$ cat src/rtl/mem_pkg.sv
// mem_pkg: shared types and constants for the memory access sequencer.
//   state_e        - sequencer states
//   WORD_W         - datapath / RAM word width
//   ADDR_WORDS_DEF - default number of implemented RAM words
//   addr_in_range  - unsigned full-width range test (no wrap-around)
package mem_pkg;

  localparam int WORD_W         = 32;
  localparam int ADDR_WORDS_DEF = 512;

  typedef enum logic [1:0] {
    ST_IDLE    = 2'd0,
    ST_ACCESS  = 2'd1,
    ST_CAPTURE = 2'd2,
    ST_DONE    = 2'd3
  } state_e;

  // True when addr addresses an implemented word; compared on all 32 bits.
  function automatic logic addr_in_range(input logic [WORD_W-1:0] addr,
                                         input logic [WORD_W-1:0] limit);
    return (addr < limit);
  endfunction

endpackage

$ cat src/rtl/mem_access_ctrl_mdr_mux_reg.sv
// mdr_mux_reg: memory data register with a load select between the datapath
// bus and the RAM read port. A RAM load wins over a bus load.
//   clock, reset_n     - clock, async active-low reset
//   load_bus, bus_in   - load from datapath bus
//   load_ram, ram_q    - load from RAM read data
//   q                  - register contents
module mdr_mux_reg
  import mem_pkg::*;
(
  input  logic              clock,
  input  logic              reset_n,
  input  logic              load_bus,
  input  logic              load_ram,
  input  logic [WORD_W-1:0] bus_in,
  input  logic [WORD_W-1:0] ram_q,
  output logic [WORD_W-1:0] q
);

  logic [WORD_W-1:0] q_q;
  logic [WORD_W-1:0] q_d;

  // Next-value select.
  always_comb begin
    q_d = q_q;
    if (load_ram) begin
      q_d = ram_q;
    end else if (load_bus) begin
      q_d = bus_in;
    end else begin
      q_d = q_q;
    end
  end

  // Register with async clear.
  always_ff @(posedge clock or negedge reset_n) begin
    if (!reset_n) begin
      q_q <= {WORD_W{1'b0}};
    end else begin
      q_q <= q_d;
    end
  end

  assign q = q_q;

endmodule

$ cat src/rtl/mem_access_ctrl.sv
// mem_access_ctrl: MAR/MDR holder and RAM access sequencer. Turns one-cycle
// rd_req/wr_req pulses into registered RAM strobes that span at least one
// full negedge (where the RAM samples), returns read data into the MDR and
// signals completion with a one-cycle done pulse.
//   clock, reset_n            - clock, async active-low reset
//   bus_in, mar_in, mdr_in    - datapath bus and register load enables
//   rd_req, wr_req            - access requests (ignored while busy)
//   mdr_out                   - MDR contents
//   busy, done, addr_err      - status (addr_err is sticky until reset)
//   ram_addr, ram_data        - RAM address (MAR) and write data (MDR)
//   ram_read, ram_write       - registered RAM strobes
//   ram_q                     - RAM read data
module mem_access_ctrl
  import mem_pkg::*;
#(
  parameter int unsigned ADDR_WORDS  = ADDR_WORDS_DEF,
  parameter int unsigned WAIT_CYCLES = 0
) (
  input  logic              clock,
  input  logic              reset_n,
  input  logic [WORD_W-1:0] bus_in,
  input  logic              mar_in,
  input  logic              mdr_in,
  input  logic              rd_req,
  input  logic              wr_req,
  output logic [WORD_W-1:0] mdr_out,
  output logic              busy,
  output logic              done,
  output logic              addr_err,
  output logic [WORD_W-1:0] ram_addr,
  output logic [WORD_W-1:0] ram_data,
  output logic              ram_read,
  output logic              ram_write,
  input  logic [WORD_W-1:0] ram_q
);

  localparam logic [WORD_W-1:0] LIMIT     = WORD_W'(ADDR_WORDS);
  localparam logic [2:0]        WAIT_LAST = 3'(WAIT_CYCLES);

  state_e            state_q, state_d;
  logic              op_wr_q, op_wr_d;
  logic [2:0]        cnt_q, cnt_d;
  logic [WORD_W-1:0] mar_q, mar_d;
  logic              err_q, err_d;
  logic              rd_q, rd_d;
  logic              wr_q, wr_d;
  logic              busy_q, busy_d;
  logic              done_q, done_d;
  logic              mdr_load_bus_s;
  logic              mdr_load_ram_s;
  logic [WORD_W-1:0] mdr_s;

  mdr_mux_reg u_mdr (
    .clock    (clock),
    .reset_n  (reset_n),
    .load_bus (mdr_load_bus_s),
    .load_ram (mdr_load_ram_s),
    .bus_in   (bus_in),
    .ram_q    (ram_q),
    .q        (mdr_s)
  );

  // Next-state, register loads and next values of the registered outputs.
  always_comb begin
    state_d        = state_q;
    op_wr_d        = op_wr_q;
    cnt_d          = cnt_q;
    mar_d          = mar_q;
    err_d          = err_q;
    mdr_load_bus_s = 1'b0;
    mdr_load_ram_s = 1'b0;

    case (state_q)
      ST_IDLE: begin
        if (mar_in) begin
          mar_d = bus_in;
        end else begin
          mar_d = mar_q;
        end
        mdr_load_bus_s = mdr_in;
        // The request uses the MAR value held before this edge.
        if (rd_req && wr_req) begin
          err_d = 1'b1;
        end else if (rd_req || wr_req) begin
          if (addr_in_range(mar_q, LIMIT)) begin
            state_d = ST_ACCESS;
            op_wr_d = wr_req;
            cnt_d   = 3'd0;
          end else begin
            // Out of range: report completion without touching the RAM.
            err_d   = 1'b1;
            state_d = ST_DONE;
          end
        end else begin
          state_d = ST_IDLE;
        end
      end
      ST_ACCESS: begin
        if (cnt_q == WAIT_LAST) begin
          state_d = ST_CAPTURE;
          // ram_q settled at the last strobe negedge; latch it on the
          // edge that enters CAPTURE.
          mdr_load_ram_s = !op_wr_q;
        end else begin
          cnt_d = cnt_q + 3'd1;
        end
      end
      ST_CAPTURE: begin
        state_d = ST_DONE;
      end
      ST_DONE: begin
        state_d = ST_IDLE;
      end
      default: begin
        state_d = ST_IDLE;
      end
    endcase

    rd_d   = (state_d == ST_ACCESS) && !op_wr_d;
    wr_d   = (state_d == ST_ACCESS) && op_wr_d;
    busy_d = (state_d != ST_IDLE);
    done_d = (state_d == ST_DONE);
  end

  // State, MAR and registered outputs; reset drops strobes immediately.
  always_ff @(posedge clock or negedge reset_n) begin
    if (!reset_n) begin
      state_q <= ST_IDLE;
      op_wr_q <= 1'b0;
      cnt_q   <= 3'd0;
      mar_q   <= {WORD_W{1'b0}};
      err_q   <= 1'b0;
      rd_q    <= 1'b0;
      wr_q    <= 1'b0;
      busy_q  <= 1'b0;
      done_q  <= 1'b0;
    end else begin
      state_q <= state_d;
      op_wr_q <= op_wr_d;
      cnt_q   <= cnt_d;
      mar_q   <= mar_d;
      err_q   <= err_d;
      rd_q    <= rd_d;
      wr_q    <= wr_d;
      busy_q  <= busy_d;
      done_q  <= done_d;
    end
  end

  assign mdr_out   = mdr_s;
  assign busy      = busy_q;
  assign done      = done_q;
  assign addr_err  = err_q;
  assign ram_addr  = mar_q;
  assign ram_data  = mdr_s;
  assign ram_read  = rd_q;
  assign ram_write = wr_q;

endmodule

$ cat config.mk
export PLATFORM = sky130hd
export DESIGN_NAME = mem_access_ctrl
export DESIGN_NICKNAME = d
export VERILOG_FILES = /design/src/rtl/mem_pkg.sv /design/src/rtl/mem_access_ctrl_mdr_mux_reg.sv /design/src/rtl/mem_access_ctrl.sv
export SDC_FILE = /design/constraint.sdc
export NUM_CORES = 1
export LEC_CHECK = 0
export ABC_AREA = 0
export CELL_PAD_IN_SITES_DETAIL_PLACEMENT = 1
export CELL_PAD_IN_SITES_GLOBAL_PLACEMENT = 2
export CORE_AREA = 2 2 130 132
export CTS_CLUSTER_DIAMETER = 80
export CTS_CLUSTER_SIZE = 16
export DETAILED_ROUTE_END_ITERATION = 8
export DIE_AREA = 0 0 132 134
export HOLD_SLACK_MARGIN = 0.06
export PLACE_DENSITY_LB_ADDON = 0.3
export SETUP_SLACK_MARGIN = 0.5
export SYNTH_ARGS = -nofsm -noshare
export SYNTH_HDL_FRONTEND = slang
export SYNTH_SLANG_ARGS = --single-unit
$ cat constraint.sdc
create_clock -name clock -period 1.6 [get_ports clock]
set_input_delay 0.24 -clock clock [delete_from_list [all_inputs] [get_ports clock]]
set_output_delay 0.24 -clock clock [all_outputs]
set_load 0.02 [all_outputs]
======== After elaboration in Yosys (flattened, before gate mapping) ========
Cells that the tools add are included.
storage, ports and cells
  flip-flop bits (word level) ............. 75
  input port bits ......................... 70
  word-level logic and storage cells ...... 59
cells by class
  add/subtract/negate cells ............... 1
  $lt $le $gt $ge ......................... 1
  equality and inequality tests ........... 10
  multiplexer cells ....................... 22
  reduce and logical (&&, ||, !) cells .... 15
operator list
  kind                    number
  $mux W32                2
  $lt A32 B10 Y1 const B  1
  $mux W3                 4
  $mux W1                 10
  $ne A2 B2 Y1 const B    5
  $mux W2                 4
  $pmux W2 S4             1
  $reduce_bool A2 Y1      4
  $eq A2 B2 Y1 const B    3
  $pmux W3 S2             1
  $reduce_and A5 Y1       1
  $eq A2 B1 Y1 const B    2
  $add A3 B1 Y3 const B   1
  $logic_and A1 B1 Y1     3
  $logic_not A3 Y1        1
  $reduce_and A3 Y1       1
  $logic_not A1 Y1        2
  $logic_not A2 Y1        1
  $reduce_and A2 Y1       1
  $logic_or A1 B1 Y1      1

======== Logic depth before layout (Yosys ltp) ========
  depth after elaboration ................. 7
  gate-level depth with buffers ........... 8

======== Hierarchy ========
From an unflattened synthesis, not the netlist that was laid out.
second synthesis, totals
  cell total of the unflattened synthesis .. 303
  area total of the unflattened synthesis .. 3676.0 sq um
by module, submodules not included
  module           times used  cells an instance  area each (sq um)  seq. area each (sq um)
  mem_access_ctrl  1           164                2160.8             1076.0
  mdr_mux_reg      1           139                1515.2             800.8

======== Least setup slack after synthesis ========
No wires, ideal clock.
  path type ............................... register to register
  start ................................... register mar_q[28], in the netlist ram_addr[28]
  end ..................................... register err_q, in the netlist addr_err
  setup time .............................. 0.118 ns
  data arrival time ....................... 1.682 ns
  required time ........................... 1.482 ns
  path slack .............................. -0.200 ns
  cell stages (with the launch flop) ...... 6
  path through ............................ dfrtp_1 > nor4_1 > nand2_1 > or3_4 > maj3_2 > a21o_1
between the ends
  cells in the longest elaborated chain, start to end .. 3
RTL lines
  item                         line                    RTL
  start, declared              mem_access_ctrl.sv:43   logic [WORD_W-1:0] mar_q, mar_d;
  start signal, assigned       mem_access_ctrl.sv:131  mar_q <= {WORD_W{1'b0}};
  start signal, assigned       mem_access_ctrl.sv:141  mar_q <= mar_d;
  $lt A32 B10 Y1               mem_pkg.sv:21           return (addr < limit);
  $ne A2 B2 Y1 (no line)       --
  $reduce_and A3 Y1 (no line)  --
  end signal, assigned         mem_access_ctrl.sv:142  err_q <= err_d;
  end, declared                mem_access_ctrl.sv:44   logic err_q, err_d;
No other way between the ends.
A chain may end at the register's enable or synchronous reset.

======== Final worst setup path ========
  start ................................... register mar_q[9], in the netlist ram_addr[9]
  end ..................................... register err_q, in the netlist addr_err
Same word-level chain as after synthesis.

==> results.toml <==
[final_layout]
post-route-util_pct = 44.1
antenna_cells = 0
area_growth_pct = 113
final_layout_size_suffix_gt1_share_pct = 60.1
stdcell_area_um2 = 7180
final_nets = 621
final-instance-count-excl-fill = 774

[pwr]
powerDensity_nw_per_um2 = 2100
leakage_uw = 0.00329
peakVddDrop_v = 0.000969

[synthesis]
ys_warn_count = 0
netlist-cell-type-count = 33
netlist_area_um2 = 3380
netlist.area_leader.share_pct = 55.6
postSynth.asyncResetShare_pct = 100
synth_edf_count = 0
synthCells = 309
synth_top_cell_by_area = "dfrtp_1"
seq_area_frac_synth_pct = 55.6
synthTopCellsByArea = "dfrtp_1 56%, mux2_2 10%, nand2_1 8.0%"
ys_seq_elements = 75
synth_flop_cell = "dfrtp_1"
avgSynthCellArea_um2 = 10.9
synth_nets = 381

[global_routing]
grt_antenna_before_repair = 0
grt_pass1_vias = 3680
grt_util_all_layers_pct = 16.1
grt_overflow = 0
grt_pass1_wl_um = 21400
grt_start_max_net_pins = 40

[timing]
timing.slew.headroom_pct = 74.6
worst_slew_pin_slew_ps = 381
timing.fmax_ghz = 0.546
rsz0062_at_grt = "true"
setup_viol = 25
worst_slack_ps = -232
maxSlewViolCount = 0
fin_crit_sh_pct = 114
layout_min_cycle_time_ps = 1830
fin_skew_ps = 5.88
finalHoldViolCount = 0

[critical_path]
r2r_start = "ram_addr[9]"
critPathKind = "register to register"
crit_required_ps = 1830
crit_arrival_ps = 2060
worst_setup_path_end_kind = "register"
startpoint = "ram_addr[9]"
startpoint_type = "register"
path_max_fanout = 4

[routing]
drtIter0Drc = 56
routed_wl_um = 14100
routedWlPerCell_um = 18.2
drc = 0
vias = 3296
avgViaCountPerCell = 4.26
postRouteAntennaNets = 0
drt-pass1-iter-count = 4

[clock_tree]
cts_buffers = 9
clock_latency_ps = 340
clockRootBuffer = "clkbuf_16"
cts.clk_slew.worst_paths_ps = 60
cts_tree = "yes"
clock-sinks = 75
clockBufferDepth = 2
h-tree-depth = 3

[status]
violations = "negative setup slack"
run_status = "complete, but fails checks"

[run]
cap_violations = 0

[floorplan]
boundaryPins = 171
placementRows = 47
start_util_pct = 20.7
die_y_um = 134
die-area_um2 = 17700
core_um2 = 16300
die_w_um = 132

[placement]
place_inst = 696
dp_hpwl_um = 8790
gp_congestion = 0.755
placed_cell_area_um2 = 5600
port_buffers = 170

[worst_hold_path]
hold_class = "input port to async pin"
-- sequential cells by signal, indices dropped and copies added (netlist names) --
signal / flops
cnt_q: 3
ram_write: 1
u_mdr.q: 32
addr_err: 1
done: 1
op_wr_q: 1
ram_addr: 32
busy: 1
ram_read: 1
state_q: 2
-- cells in the mapped netlist, types with 2 or more instances --
master,n
buf_4,32
nand2_1,72
dfrtp_1,75
nand2b_1,2
clkbuf_1,10
nor2_1,5
mux2i_1,2
ha_1,2
buf_2,6
a22oi_1,33
mux2_2,31
nor4_1,6
o21ai_0,4
a21oi_1,3
nor2b_1,3
inv_1,5
and2_1,2
-- where the power goes --
| part | internal, µW | leakage (µW) | switching (µW) |
|---|---|---|---|
| Combinational | 5280 | 0.00224 | 3870 |
| Clock | 1380 | 0.000156 | 785 |
| Sequential | 2830 | 0.000893 | 955 |
-- layer usage --
| layer | track usage (%) | up-vias | routed length (µm) |
|---|---|---|---|
| li1 | - | 1526 | - |
| met1 | 20.6 | 1655 | 6190 |
| met2 | 26.2 | 100 | 7000 |
| met3 | 3.89 | 15 | 699 |
| met4 | 6.52 | 0 | 233 |
| met5 | 0 | - | 0 |
-- layout make-up --
cell class	instances	area, µm²
clock buffers	15	288
clock inverters	1	30.0
fillers	1720	9110
inverters	5	18.8
multi-input cells	182	1640
flip-flops and latches	75	1890
well taps	220	275
repair buffers	276	3040
-- logic make-up (layout without fill, tap and decap cells) --
| kind of cell | count (synthesis) | after routing | synth area share [%] |
|---|---|---|---|
| adder cells (fa/ha/maj) | 3 | 3 | 1.07 |
| AND/OR/NAND/NOR | 98 | 99 | 12.7 |
| flip-flops | 75 | 75 | 55.6 |
| XOR/XNOR | 1 | 1 | 0.259 |
| buffers and inverters | 53 | 297 | 9.67 |
| AO/OA/AOI/OAI | 45 | 45 | 9.48 |
| multiplexers | 34 | 34 | 11.3 |
-- worst max-delay path: stages (launching register included) --
cell and delay [ps]:
dfrtp_1 420, nor4_4 290, nand2_1 130, or3_4 420
maj3_2 310, a21o_1 160
-- through the flow --
stage	setup TNS, ps	worst slack [ps]	power [µW]	hold slack [ps]
finish	-1470	-232	15100	372
floorplan	-214	-143	7370	-55.6
detailed placement	-12320	-386	10600	188
global route	-4510	-297	15900	415
global placement	-10180	-361	10500	189
CTS	-2210	-255	14400	375
-- layout by cell type (no fill, tap or decap), types with 11 or more instances in the layout --
master | synthesis | layout
a22oi_2 | 0 | 28
buf_12 | 0 | 12
buf_4 | 32 | 51
buf_6 | 0 | 137
clkdlybuf4s50_1 | 0 | 68
dfrtp_1 | 75 | 62
dfrtp_2 | 0 | 13
mux2_4 | 0 | 32
nand2_1 | 72 | 57
nand2_2 | 0 | 11
-- final timing paths --
kind / to / slack (ps) / depth (start not counted)
max in group asynchronous: ram_addr[28] / 680 / 3
setup reg to reg: addr_err / -230 / 5
hold / removal: u_mdr.q[18] / 370 / 2
hold reg to reg: addr_err / 500 / 1
min in group clock: addr_err / 500 / 1
setup / recovery: addr_err / -230 / 5
-- what timing repair did --
action / CTS / global route
gates resized for setup: 655 / 70
endpoints found under the setup margin: 176 / 176
gates cloned: 7 / 0
pin swaps: 63 / 30
hold endpoints to repair: 24 / 0
setup buffers: 40 / 14
hold buffers: 1 / 0
No activity file was read; power rests on OpenSTA's default activity.
==> variant, RTL diff (same flow settings) <==
Make the reset (`reset_n`) synchronous in 2 clocked blocks. Comments in the files are not updated.
--- a/src/rtl/mem_access_ctrl_mdr_mux_reg.sv
+++ b/src/rtl/mem_access_ctrl_mdr_mux_reg.sv
@@ -34,3 +34,3 @@
   // Register with async clear.
-  always_ff @(posedge clock or negedge reset_n) begin
+  always_ff @(posedge clock) begin
     if (!reset_n) begin
--- a/src/rtl/mem_access_ctrl.sv
+++ b/src/rtl/mem_access_ctrl.sv
@@ -125,3 +125,3 @@
   // State, MAR and registered outputs; reset drops strobes immediately.
-  always_ff @(posedge clock or negedge reset_n) begin
+  always_ff @(posedge clock) begin
     if (!reset_n) begin
Behaviour: differs if reset_n is asserted again (counterexample within 4 cycles, from zero or initial values and one cycle with reset_n low); with reset_n held inactive, the same outputs for 10 cycles.
==> variant against the unedited design <==
  * Design area down 2.8%
  * Routed wire length up 6.4%
  * Clock skew down 1.8 ps
  * Worst setup slack better by 250 ps
  * Sequential cell count unchanged
  * Utilization down 1.2 points
  * Synthesized area up 4.5%
  * Largest cell class unchanged
Power is not compared: it rests on default switching activity, and its combinational part moved more than twofold at a synthesized area within 25%.
==> variant: results (changes against the unedited design) <==
[logic_synthesis]
postSynthAreaPerCell_um2 = 9.24  ; -15%
synth_compound_area_share_pct = 18.9  ; +9.4 points
synthFlopType = dfxtp_1
synthAdderAreaFrac_pct = 0.709  ; -0.37 points
yosysSeqAreaShare_pct = 42.5  ; -13 points
ys_warn_count = 0  ; unchanged
synth_xor_area_share_pct = 0.248  ; -0.011 points
synth_nets = 454  ; +19%
synthTopCellsByCount = nand2_1 (103), dfxtp_1 (75), buf_4 (34)
synth_cell_type_count = 38  ; +15%
muxShareOfSynthArea_pct = 9.36  ; -1.9 points
ys_async_sr_fraction_pct = 0  ; -100 points
synth_area_leaders = dfxtp_1 (43%), nand2_1 (11%), mux2i_1 (9.4%)

[status]
outcome = finished clean

[clock_network]
numCtsBuffers = 9  ; unchanged
cts.clk_slew.worst_paths_ps = 60  ; about the same
clk_latency_ps = 340  ; about the same
postCtsSetupRepairBufs = 9  ; -78%
cts_buffer_depth = 2  ; unchanged
cts-root-buf = clkbuf_16
ctsResizeCount = 576  ; -12%
htree_levels = 3  ; unchanged

[placement]
dp_hpwl_um = 8920  ; +1.4%
placedCellCount = 750  ; +7.8%
gp_congestion = 0.752  ; -0.33%
pre_cts_ws_ps = -95.3  ; +291 ps

[timing]
skew_ps = 4.12  ; -1.76 ps
worst_slew_pin_slew_ps = 365  ; -16.1 ps

[grt]
track_usage_pct = 15.5  ; -0.62 points
grt_pass1_vias = 3660  ; -0.54%
grt_max_degree = 35  ; -13%
grt_pass1_wl_um = 21200  ; -1.2%
antenna_found_initial = 0  ; unchanged

[worst_setup_path]
cp.arrival_ps = 1810  ; -250 ps
worst-path-max-fanout = 5  ; +1

[route]
drtPass1Iterations = 4  ; unchanged
viasPerCell = 4.39  ; +3.1%
routed_wl_um = 15000  ; +6.4%
drtIter0Drc = 125  ; +120%

[power]
p_switching_mw = 2.44
p_leak_nw = 3.37
irDropWorstVdd_mv = 0.579

[layout]
fin_cells = 810  ; +4.7%
layout-drive-gt1-share_pct = 62.0  ; +1.9 points
nFillCells = 1753  ; +1.9%
finalNetCount = 658  ; +6.0%
num_antenna_cells = 0  ; unchanged

[min_path]
hold_class = in -> reg

## variant: cell types whose count changed in the layout (fill, tap and decap cells not counted), sizes merged, moves of 32 or more
cell / unedited run / this run
a22oi: 33 / 0
mux2: 32 / 0
dfrtp: 75 / 0
dfxtp: 0 / 75
o211a: 0 / 32
## variant: worst paths after layout
kind                 endpoint          from  slack [ps]  depth (start not counted)
setup / recovery    ram_write  ram_addr[17]          20                          6
hold / removal    u_mdr.q[12]       reset_n         170                          2
hold reg to reg   ram_addr[2]   ram_addr[2]         450                          2
setup reg to reg    ram_write  ram_addr[17]          20                          6
## variant: power by group through the flow
stage	Combinational, mW	Clock, mW	Sequential [mW]
finish	2.97	2.02	2.31
global route	3.15	2.17	2.34
CTS	2.45	2.08	2.28
detailed placement	2.22	0	2.28
global placement	2.20	0	2.27
floorplan	1.05	0	2.50
## variant: layout make-up
| cell class | instances | area share, % |
|---|---|---|
| Sequential cell | 75 | 23.1 |
| Timing Repair Buffer | 251 | 38.3 |
| Multi-Input combinational cell | 246 | 30.4 |
| Clock buffer | 9 | 3.22 |
| Clock inverter | 6 | 0.824 |
| Inverter | 3 | 0.161 |
| Tap cell | 220 | 3.94 |
## variant: metal layers
layer / GRT usage (%) / share of wire [%] / up-vias
met5: 0 / 0 / -
met4: 5.68 / 1.6 / 0
met3: 5.06 / 6.8 / 16
met2: 25.0 / 49 / 122
met1: 19.4 / 43 / 1721
li1: - / - / 1697
## variant: per-stage QoR
stage | cell area (µm²) | TNS (ps)
floorplan | 3620 | 0
global placement | 5480 | -1650
detailed placement | 5480 | -1790
CTS | 6020 | 0
global route | 6990 | -521
finish | 6990 | 0
## variant: critical path: stages (launching register included)
cell and delay, ps:
dfxtp_4 350, nor4_4 300, nand4_1 150, buf_6 170
o31ai_4 230, a2bb2oi_2 90, nor3b_2 160
